## src/rtl/sprite_register_dma.sv

```systemverilog
// Vblank-triggered copier from a RAM shadow table to consecutive display registers.
// Optional SPRITE_REGISTER_DMA_OVERRUN_EN adds a saturating count of vblank edges missed while busy.
module sprite_register_dma #(
   parameter int unsigned NUM_REGS   = 16,
   parameter logic [11:0] BASE_INDEX = 12'd0,
   parameter int unsigned ADDR_WIDTH = 12
) (
   input  logic                  clk,
   input  logic                  reset,
   input  logic                  enable_i,
   input  logic                  in_vblank_i,
   input  logic [ADDR_WIDTH-1:0] table_base_i,
   output logic                  mem_read_o,
   output logic [ADDR_WIDTH-1:0] mem_addr_o,
   input  logic [15:0]           mem_data_i,
   output logic                  register_write_o,
   output logic [11:0]           register_index_o,
   output logic [15:0]           register_write_value_o,
   output logic                  busy_o,
   output logic                  done_o
`ifdef SPRITE_REGISTER_DMA_OVERRUN_EN
   ,
   input  logic                  clear_overrun_i,
   output logic [7:0]            overrun_count_o
`endif
);

   localparam int unsigned CNT_W = 13;
   localparam logic [CNT_W-1:0] NUM_K = CNT_W'(NUM_REGS);

   typedef enum logic [1:0] {
      IDLE = 2'd0,
      RUN  = 2'd1,
      DONE = 2'd2
   } state_t;

   state_t                state_q, state_d;
   logic                  vblank_q, vblank_d;
   logic [ADDR_WIDTH-1:0] base_q, base_d;
   logic [CNT_W-1:0]      rd_k_q, rd_k_d;
   logic [CNT_W-1:0]      wr_k_q, wr_k_d;
   logic                  mem_read_q, mem_read_d;
   logic [ADDR_WIDTH-1:0] mem_addr_q, mem_addr_d;
   logic                  reg_write_q, reg_write_d;
   logic [11:0]           reg_index_q, reg_index_d;
   logic                  busy_q, busy_d;
   logic                  done_q, done_d;
   logic                  vblank_rise_c;
   logic                  start_c;

   assign vblank_rise_c = in_vblank_i & ~vblank_q;
   assign start_c       = vblank_rise_c & enable_i & (state_q == IDLE);

   // rd_k counts reads already issued; the first read is issued on the start edge itself.
   always_comb begin
      state_d     = state_q;
      vblank_d    = in_vblank_i;
      base_d      = base_q;
      rd_k_d      = rd_k_q;
      wr_k_d      = wr_k_q;
      mem_read_d  = 1'b0;
      mem_addr_d  = '0;
      reg_write_d = 1'b0;
      reg_index_d = '0;
      busy_d      = busy_q;
      done_d      = 1'b0;

      case (state_q)
         IDLE: begin
            busy_d = 1'b0;
            if (start_c) begin
               state_d    = RUN;
               base_d     = table_base_i;
               rd_k_d     = CNT_W'(1);
               wr_k_d     = '0;
               mem_read_d = 1'b1;
               mem_addr_d = table_base_i;
               busy_d     = 1'b1;
            end
         end
         RUN: begin
            if (rd_k_q < NUM_K) begin
               mem_read_d = 1'b1;
               mem_addr_d = ADDR_WIDTH'(base_q + rd_k_q);
               rd_k_d     = CNT_W'(rd_k_q + CNT_W'(1));
            end
            // RAM data for a read visible this cycle arrives next cycle, alongside the write strobe.
            if (mem_read_q) begin
               reg_write_d = 1'b1;
               reg_index_d = 12'(BASE_INDEX + wr_k_q);
               wr_k_d      = CNT_W'(wr_k_q + CNT_W'(1));
            end
            if (reg_write_q && (wr_k_q == NUM_K)) begin
               state_d = DONE;
               done_d  = 1'b1;
               busy_d  = 1'b0;
            end
         end
         DONE: begin
            state_d = IDLE;
            busy_d  = 1'b0;
         end
         default: begin
            state_d = IDLE;
            busy_d  = 1'b0;
         end
      endcase
   end

`ifdef SPRITE_REGISTER_DMA_OVERRUN_EN
   logic [7:0] overrun_q, overrun_d;

   // Clear wins over a simultaneous missed edge; count holds at 255.
   always_comb begin
      overrun_d = overrun_q;
      if (clear_overrun_i) begin
         overrun_d = '0;
      end else if (vblank_rise_c && enable_i && (state_q != IDLE) && (overrun_q != 8'hFF)) begin
         overrun_d = 8'(overrun_q + 8'd1);
      end
   end

   always_ff @(posedge clk) begin
      if (reset) begin
         overrun_q <= '0;
      end else begin
         overrun_q <= overrun_d;
      end
   end

   assign overrun_count_o = overrun_q;
`endif

   always_ff @(posedge clk) begin
      if (reset) begin
         state_q     <= IDLE;
         vblank_q    <= 1'b1;
         base_q      <= '0;
         rd_k_q      <= '0;
         wr_k_q      <= '0;
         mem_read_q  <= 1'b0;
         mem_addr_q  <= '0;
         reg_write_q <= 1'b0;
         reg_index_q <= '0;
         busy_q      <= 1'b0;
         done_q      <= 1'b0;
      end else begin
         state_q     <= state_d;
         vblank_q    <= vblank_d;
         base_q      <= base_d;
         rd_k_q      <= rd_k_d;
         wr_k_q      <= wr_k_d;
         mem_read_q  <= mem_read_d;
         mem_addr_q  <= mem_addr_d;
         reg_write_q <= reg_write_d;
         reg_index_q <= reg_index_d;
         busy_q      <= busy_d;
         done_q      <= done_d;
      end
   end

   assign mem_read_o       = mem_read_q;
   assign mem_addr_o       = mem_addr_q;
   assign register_write_o = reg_write_q;
   assign register_index_o = reg_index_q;
   // RAM output is already a register stage; it is only gated so idle cycles show zero.
   assign register_write_value_o = reg_write_q ? mem_data_i : 16'd0;
   assign busy_o           = busy_q;
   assign done_o           = done_q;

endmodule

```

## config.mk

```make
export PLATFORM = sky130hd
export DESIGN_NAME = sprite_register_dma
export DESIGN_NICKNAME = d
export VERILOG_FILES = /design/src/rtl/sprite_register_dma.sv
export SDC_FILE = /design/constraint.sdc
export NUM_CORES = 1
export LEC_CHECK = 0
export ABC_AREA = 1
export CAP_MARGIN = 20
export CORE_ASPECT_RATIO = 0.7
export CORE_MARGIN = 2
export CORE_UTILIZATION = 46
export CTS_CLUSTER_DIAMETER = 100
export DETAILED_ROUTE_END_ITERATION = 12
export PLACE_DENSITY = 0.84
export SYNTH_ARGS = -nofsm -noshare
export SYNTH_HDL_FRONTEND = slang
export SYNTH_SLANG_ARGS = --single-unit
```

## constraint.sdc

```tcl
create_clock -name clk -period 1.8 [get_ports clk]
set_input_delay 0.18 -clock clk [delete_from_list [all_inputs] [get_ports clk]]
set_output_delay 0.18 -clock clk [all_outputs]
set_load 0.02 [all_outputs]
```

==> run_summary.xml <==
<?xml version="1.0" encoding="UTF-8"?>
<metrics>
  <group name="route">
    <metric name="post-route-drc-count" unit="">0</metric>
    <metric name="drt_wl_total" unit="um">8380</metric>
    <metric name="routed-via-count" unit="">3256</metric>
    <metric name="postRouteAntennaNets" unit="">0</metric>
    <metric name="violation_count_after_the_first_detailed_route_iteration" unit="">225</metric>
    <metric name="wl_per_cell" unit="um">12.8</metric>
    <metric name="post_drt_via_cell_ratio" unit="">4.96</metric>
    <metric name="drtPass1Iterations" unit="">5</metric>
  </group>
  <group name="clock_tree">
    <metric name="worstSkewPairLatency" unit="ns">0.35</metric>
    <metric name="clock_sinks" unit="">69</metric>
    <metric name="path_clk_slew" unit="ns">0.08</metric>
    <metric name="cts-htree-levels" unit="">3</metric>
    <metric name="number_of_buffers_added_by_the_clock_tree_synthesis_step" unit="">9</metric>
    <metric name="tritoncts_clock_tree" unit="">done</metric>
    <metric name="max-clock-path-buffers" unit="">2</metric>
    <metric name="cts_hold_repair.buffers" unit="">0</metric>
    <metric name="clk_root_buffer_cell" unit="">sky130_fd_sc_hd__clkbuf_8</metric>
  </group>
  <group name="finish">
    <metric name="finish.net_count" unit="">600</metric>
    <metric name="post_route_cells_drive_above_1_share" unit="">0.133</metric>
    <metric name="insertedDiodeCount" unit="">0</metric>
    <metric name="post_layout_nonfiller_instances" unit="">656</metric>
    <metric name="multiInputGateArea" unit="mm^2">0.00171</metric>
    <metric name="regArea" unit="mm^2">0.00138</metric>
    <metric name="area_growth" unit="%">35.2</metric>
    <metric name="filler_cell_count" unit="">578</metric>
  </group>
  <group name="outcome">
    <metric name="outcome" unit="">finished clean</metric>
  </group>
  <group name="floorplan">
    <metric name="floorplan.rows" unit="">26</metric>
    <metric name="io-pin-count" unit="">76</metric>
    <metric name="dieArea" unit="mm^2">0.00816</metric>
    <metric name="dieHeight" unit="um">76.2</metric>
    <metric name="die-width" unit="um">107</metric>
    <metric name="initial_core_util" unit="">0.472</metric>
    <metric name="core_area" unit="mm^2">0.00725</metric>
  </group>
  <group name="setup_path">
    <metric name="crit-reg2reg-capture" unit="">mem_addr_o[5]</metric>
    <metric name="max_stage_delay" unit="ns">0.63</metric>
    <metric name="regToRegSetupSlack" unit="ns">0.13</metric>
    <metric name="setup.worst_path.end_class" unit="">output port</metric>
    <metric name="arrival" unit="ns">1.49</metric>
    <metric name="critical-path-slowest-cell" unit="">sky130_fd_sc_hd__clkdlybuf4s50_1</metric>
    <metric name="required_arrival_time_at_the_worst_endpoint" unit="ns">1.62</metric>
    <metric name="crit_path_start_kind" unit="">flop</metric>
    <metric name="worstRegToRegCells" unit="">8</metric>
    <metric name="critPathKind" unit="">reg -&gt; out</metric>
    <metric name="worstPathMaxFanout" unit="">18</metric>
    <metric name="crit-reg2reg-launch" unit="">rd_k_q[2]</metric>
    <metric name="path_cells" unit="">buf_4, clkdlybuf4s50_1</metric>
  </group>
  <group name="grt">
    <metric name="global_route_wire_length_before_repair" unit="um">13400</metric>
    <metric name="gr_overflow_total" unit="">0</metric>
    <metric name="antenna_found_initial" unit="">0</metric>
    <metric name="maximum_number_of_pins_on_one_net_before_global_route_repair" unit="">22</metric>
    <metric name="grtUsageTotal" unit="">0.206</metric>
    <metric name="first_global_vias" unit="">2911</metric>
  </group>
  <group name="yosys">
    <metric name="synth-adder-area-share" unit="">0.0570</metric>
    <metric name="netlist-cell-type-count" unit="">35</metric>
    <metric name="synth-warning-count" unit="">0</metric>
    <metric name="dominantRegCellSynth" unit="">sky130_fd_sc_hd__dfxtp_1</metric>
    <metric name="syn_avg_cell_area" unit="um^2">7.31</metric>
    <metric name="share_of_synthesized_area_spent_on_multiplexers" unit="">0</metric>
    <metric name="synth-compound-area-share" unit="">0.0866</metric>
    <metric name="synth_edf_count" unit="">0</metric>
    <metric name="synth-simple-area-share" unit="">0.343</metric>
    <metric name="postSynthCellCount" unit="">468</metric>
    <metric name="synth-xor-area-share" unit="">0.0102</metric>
    <metric name="synth_top_family_by_area" unit="">simple AND/OR/NAND/NOR gates</metric>
    <metric name="synth.net_count" unit="">515</metric>
    <metric name="netlist_area" unit="mm^2">0.00342</metric>
    <metric name="async_reset_ff_frac" unit="">0</metric>
    <metric name="synth.ff_latch_count" unit="">69</metric>
    <metric name="synth.yosys.seq_area_share" unit="">0.404</metric>
  </group>
  <group name="hold_path">
    <metric name="min-delay-path-class" unit="">in -&gt; reg</metric>
    <metric name="worstHoldStart" unit="">table_base_i[10]</metric>
    <metric name="endpoint_of_the_worst_hold_timing_path" unit="">mem_addr_o[10]</metric>
    <metric name="timing.hold.worst_path_depth" unit="">3</metric>
  </group>
  <group name="sta">
    <metric name="slew-limit-headroom" unit="">0.759</metric>
    <metric name="rsz_0062_raised_after_global_routing" unit="">false</metric>
    <metric name="setup_violations" unit="">0</metric>
    <metric name="clock_skew" unit="ns">0.0113</metric>
    <metric name="setup_total_negative_slack" unit="ns">0</metric>
    <metric name="finalHoldWorstSlack" unit="ns">0.401</metric>
    <metric name="min_period_over_period" unit="">0.928</metric>
    <metric name="report.final.slew_viol_count" unit="">0</metric>
    <metric name="finalHoldViolations" unit="">0</metric>
    <metric name="worst_slew_pin_slew" unit="ns">0.361</metric>
    <metric name="maxClockFrequency" unit="MHz">599</metric>
    <metric name="timing.final.crit_period" unit="ns">1.67</metric>
  </group>
  <group name="place">
    <metric name="gpl_wtd_cong" unit="">0.899</metric>
    <metric name="numPortBuffers" unit="">75</metric>
    <metric name="place.detailed.instances" unit="">640</metric>
    <metric name="place.detailed.hpwl" unit="um">6240</metric>
  </group>
  <group name="run">
    <metric name="max_cap_viol_count" unit="">0</metric>
  </group>
  <group name="pwr">
    <metric name="power_leakage" unit="nW">2.28</metric>
    <metric name="p_per_area" unit="mW/mm^2">724</metric>
    <metric name="vdd_ir_drop_max" unit="mV">0.363</metric>
  </group>
</metrics>
==> cells in the final DEF, fill, tap and decap left out, types with 10 or more instances in the layout <==
cell | netlist | routed
sky130_fd_sc_hd__clkdlybuf4s50_1 | 0 | 59
sky130_fd_sc_hd__inv_1 | 62 | 62
sky130_fd_sc_hd__nand4_1 | 11 | 11
sky130_fd_sc_hd__dlymetal6s2s_1 | 0 | 15
sky130_fd_sc_hd__buf_4 | 2 | 11
sky130_fd_sc_hd__nor2_1 | 44 | 44
sky130_fd_sc_hd__a21oi_1 | 22 | 22
sky130_fd_sc_hd__dfxtp_1 | 69 | 69
sky130_fd_sc_hd__clkbuf_8 | 0 | 11
sky130_fd_sc_hd__nand3_1 | 23 | 22
sky130_fd_sc_hd__nor3_1 | 10 | 10
sky130_fd_sc_hd__o21ai_0 | 16 | 16
sky130_fd_sc_hd__nand2_1 | 130 | 130
sky130_fd_sc_hd__ha_1 | 14 | 13
==> sequential cells by signal, summed over array words and instances, names as in the netlist <==
name / cells
mem_read_o: 1
rd_k_q: 13
register_index_o: 12
base_q: 12
busy_o: 1
done_o: 1
wr_k_q: 13
vblank_q: 1
state_q: 2
mem_addr_o: 12
register_write_o: 1
==> final cells by class <==
class,instances,area share
well taps,98,0.0265
clock buffers,11,0.0327
flip-flops and latches,69,0.298
inverters,69,0.0578
clock inverters,5,0.0230
multi-input cells,317,0.369
repair buffers,87,0.192
==> critical path, delay by kind of cell, from the launching register on <==
family / cells / cell delay (ns)
buffers and inverters: 2 / 0.83
flip-flops: 1 / 0.31
==> per-stage QoR <==
step           utilization  power [mW]  instance area [um^2]  setup WS [ns]
5_1_grt              0.638        3.46                  4630         0.0194
3_5_place_dp         0.596        1.78                  4330         0.0591
2_1_floorplan            -        1.68                  3420         0.0226
3_3_place_gp         0.596        1.78                  4330         0.0887
4_1_cts              0.632        3.37                  4580       0.000105
6_report             0.638        3.35                  4630          0.129
==> worst max-delay path by stage <==
stage,from,to,slack (ns)
final,register_write_o,register_write_o,0.13
after global routing,base_q[0],mem_addr_o[6],0.02
after CTS,register_write_o,register_write_value_o[11],0.0001
after detailed placement,base_q[0],mem_addr_o[6],0.06
after global placement,base_q[0],mem_addr_o[6],0.09
after floorplan,rd_k_q[0],mem_addr_o[6],0.02
==> synth_stat cells (5+ instances only) <==
| library cell | count | share of area |
|---|---|---|
| sky130_fd_sc_hd__dfxtp_1 | 69 | 0.40 |
| sky130_fd_sc_hd__a21oi_2 | 7 | 0.018 |
| sky130_fd_sc_hd__clkbuf_1 | 7 | 0.0077 |
| sky130_fd_sc_hd__nand2_1 | 130 | 0.14 |
| sky130_fd_sc_hd__o21ai_0 | 16 | 0.023 |
| sky130_fd_sc_hd__nand3_2 | 8 | 0.023 |
| sky130_fd_sc_hd__nor3_1 | 10 | 0.015 |
| sky130_fd_sc_hd__a21oi_1 | 22 | 0.032 |
| sky130_fd_sc_hd__nor2_1 | 44 | 0.048 |
| sky130_fd_sc_hd__nand4_1 | 11 | 0.020 |
| sky130_fd_sc_hd__nand3_1 | 23 | 0.034 |
| sky130_fd_sc_hd__inv_1 | 62 | 0.068 |
| sky130_fd_sc_hd__inv_2 | 5 | 0.0055 |
| sky130_fd_sc_hd__ha_1 | 14 | 0.051 |
==> per-layer routing <==
metal	vias to the layer above	routed length, um	global-route usage
met5	-	0	0
met4	0	163	0.0584
met3	17	517	0.0650
met2	107	3700	0.313
met1	1492	4000	0.282
li1	1640	-	-
==> repair_timing <==
action	4_1_cts	5_1_grt
setup buffers	0	0
resized for setup	1	18
endpoints found under the setup margin	1	18
==> power by group <==
part	switching, mW	leakage [nW]	internal, mW	total [mW]
combinational	0.100	1.60	0.104	0.204
clock	0.604	0.126	0.998	1.60
sequential	0.00783	0.557	1.54	1.55
==> cells by family after synthesis <==
family / after synthesis
simple gates: 247
buf+inv: 82
flops: 69
compound gates: 51
fa+ha+maj: 15
xor+xnor: 4
Note: power is estimated with default switching activity, not from simulation.
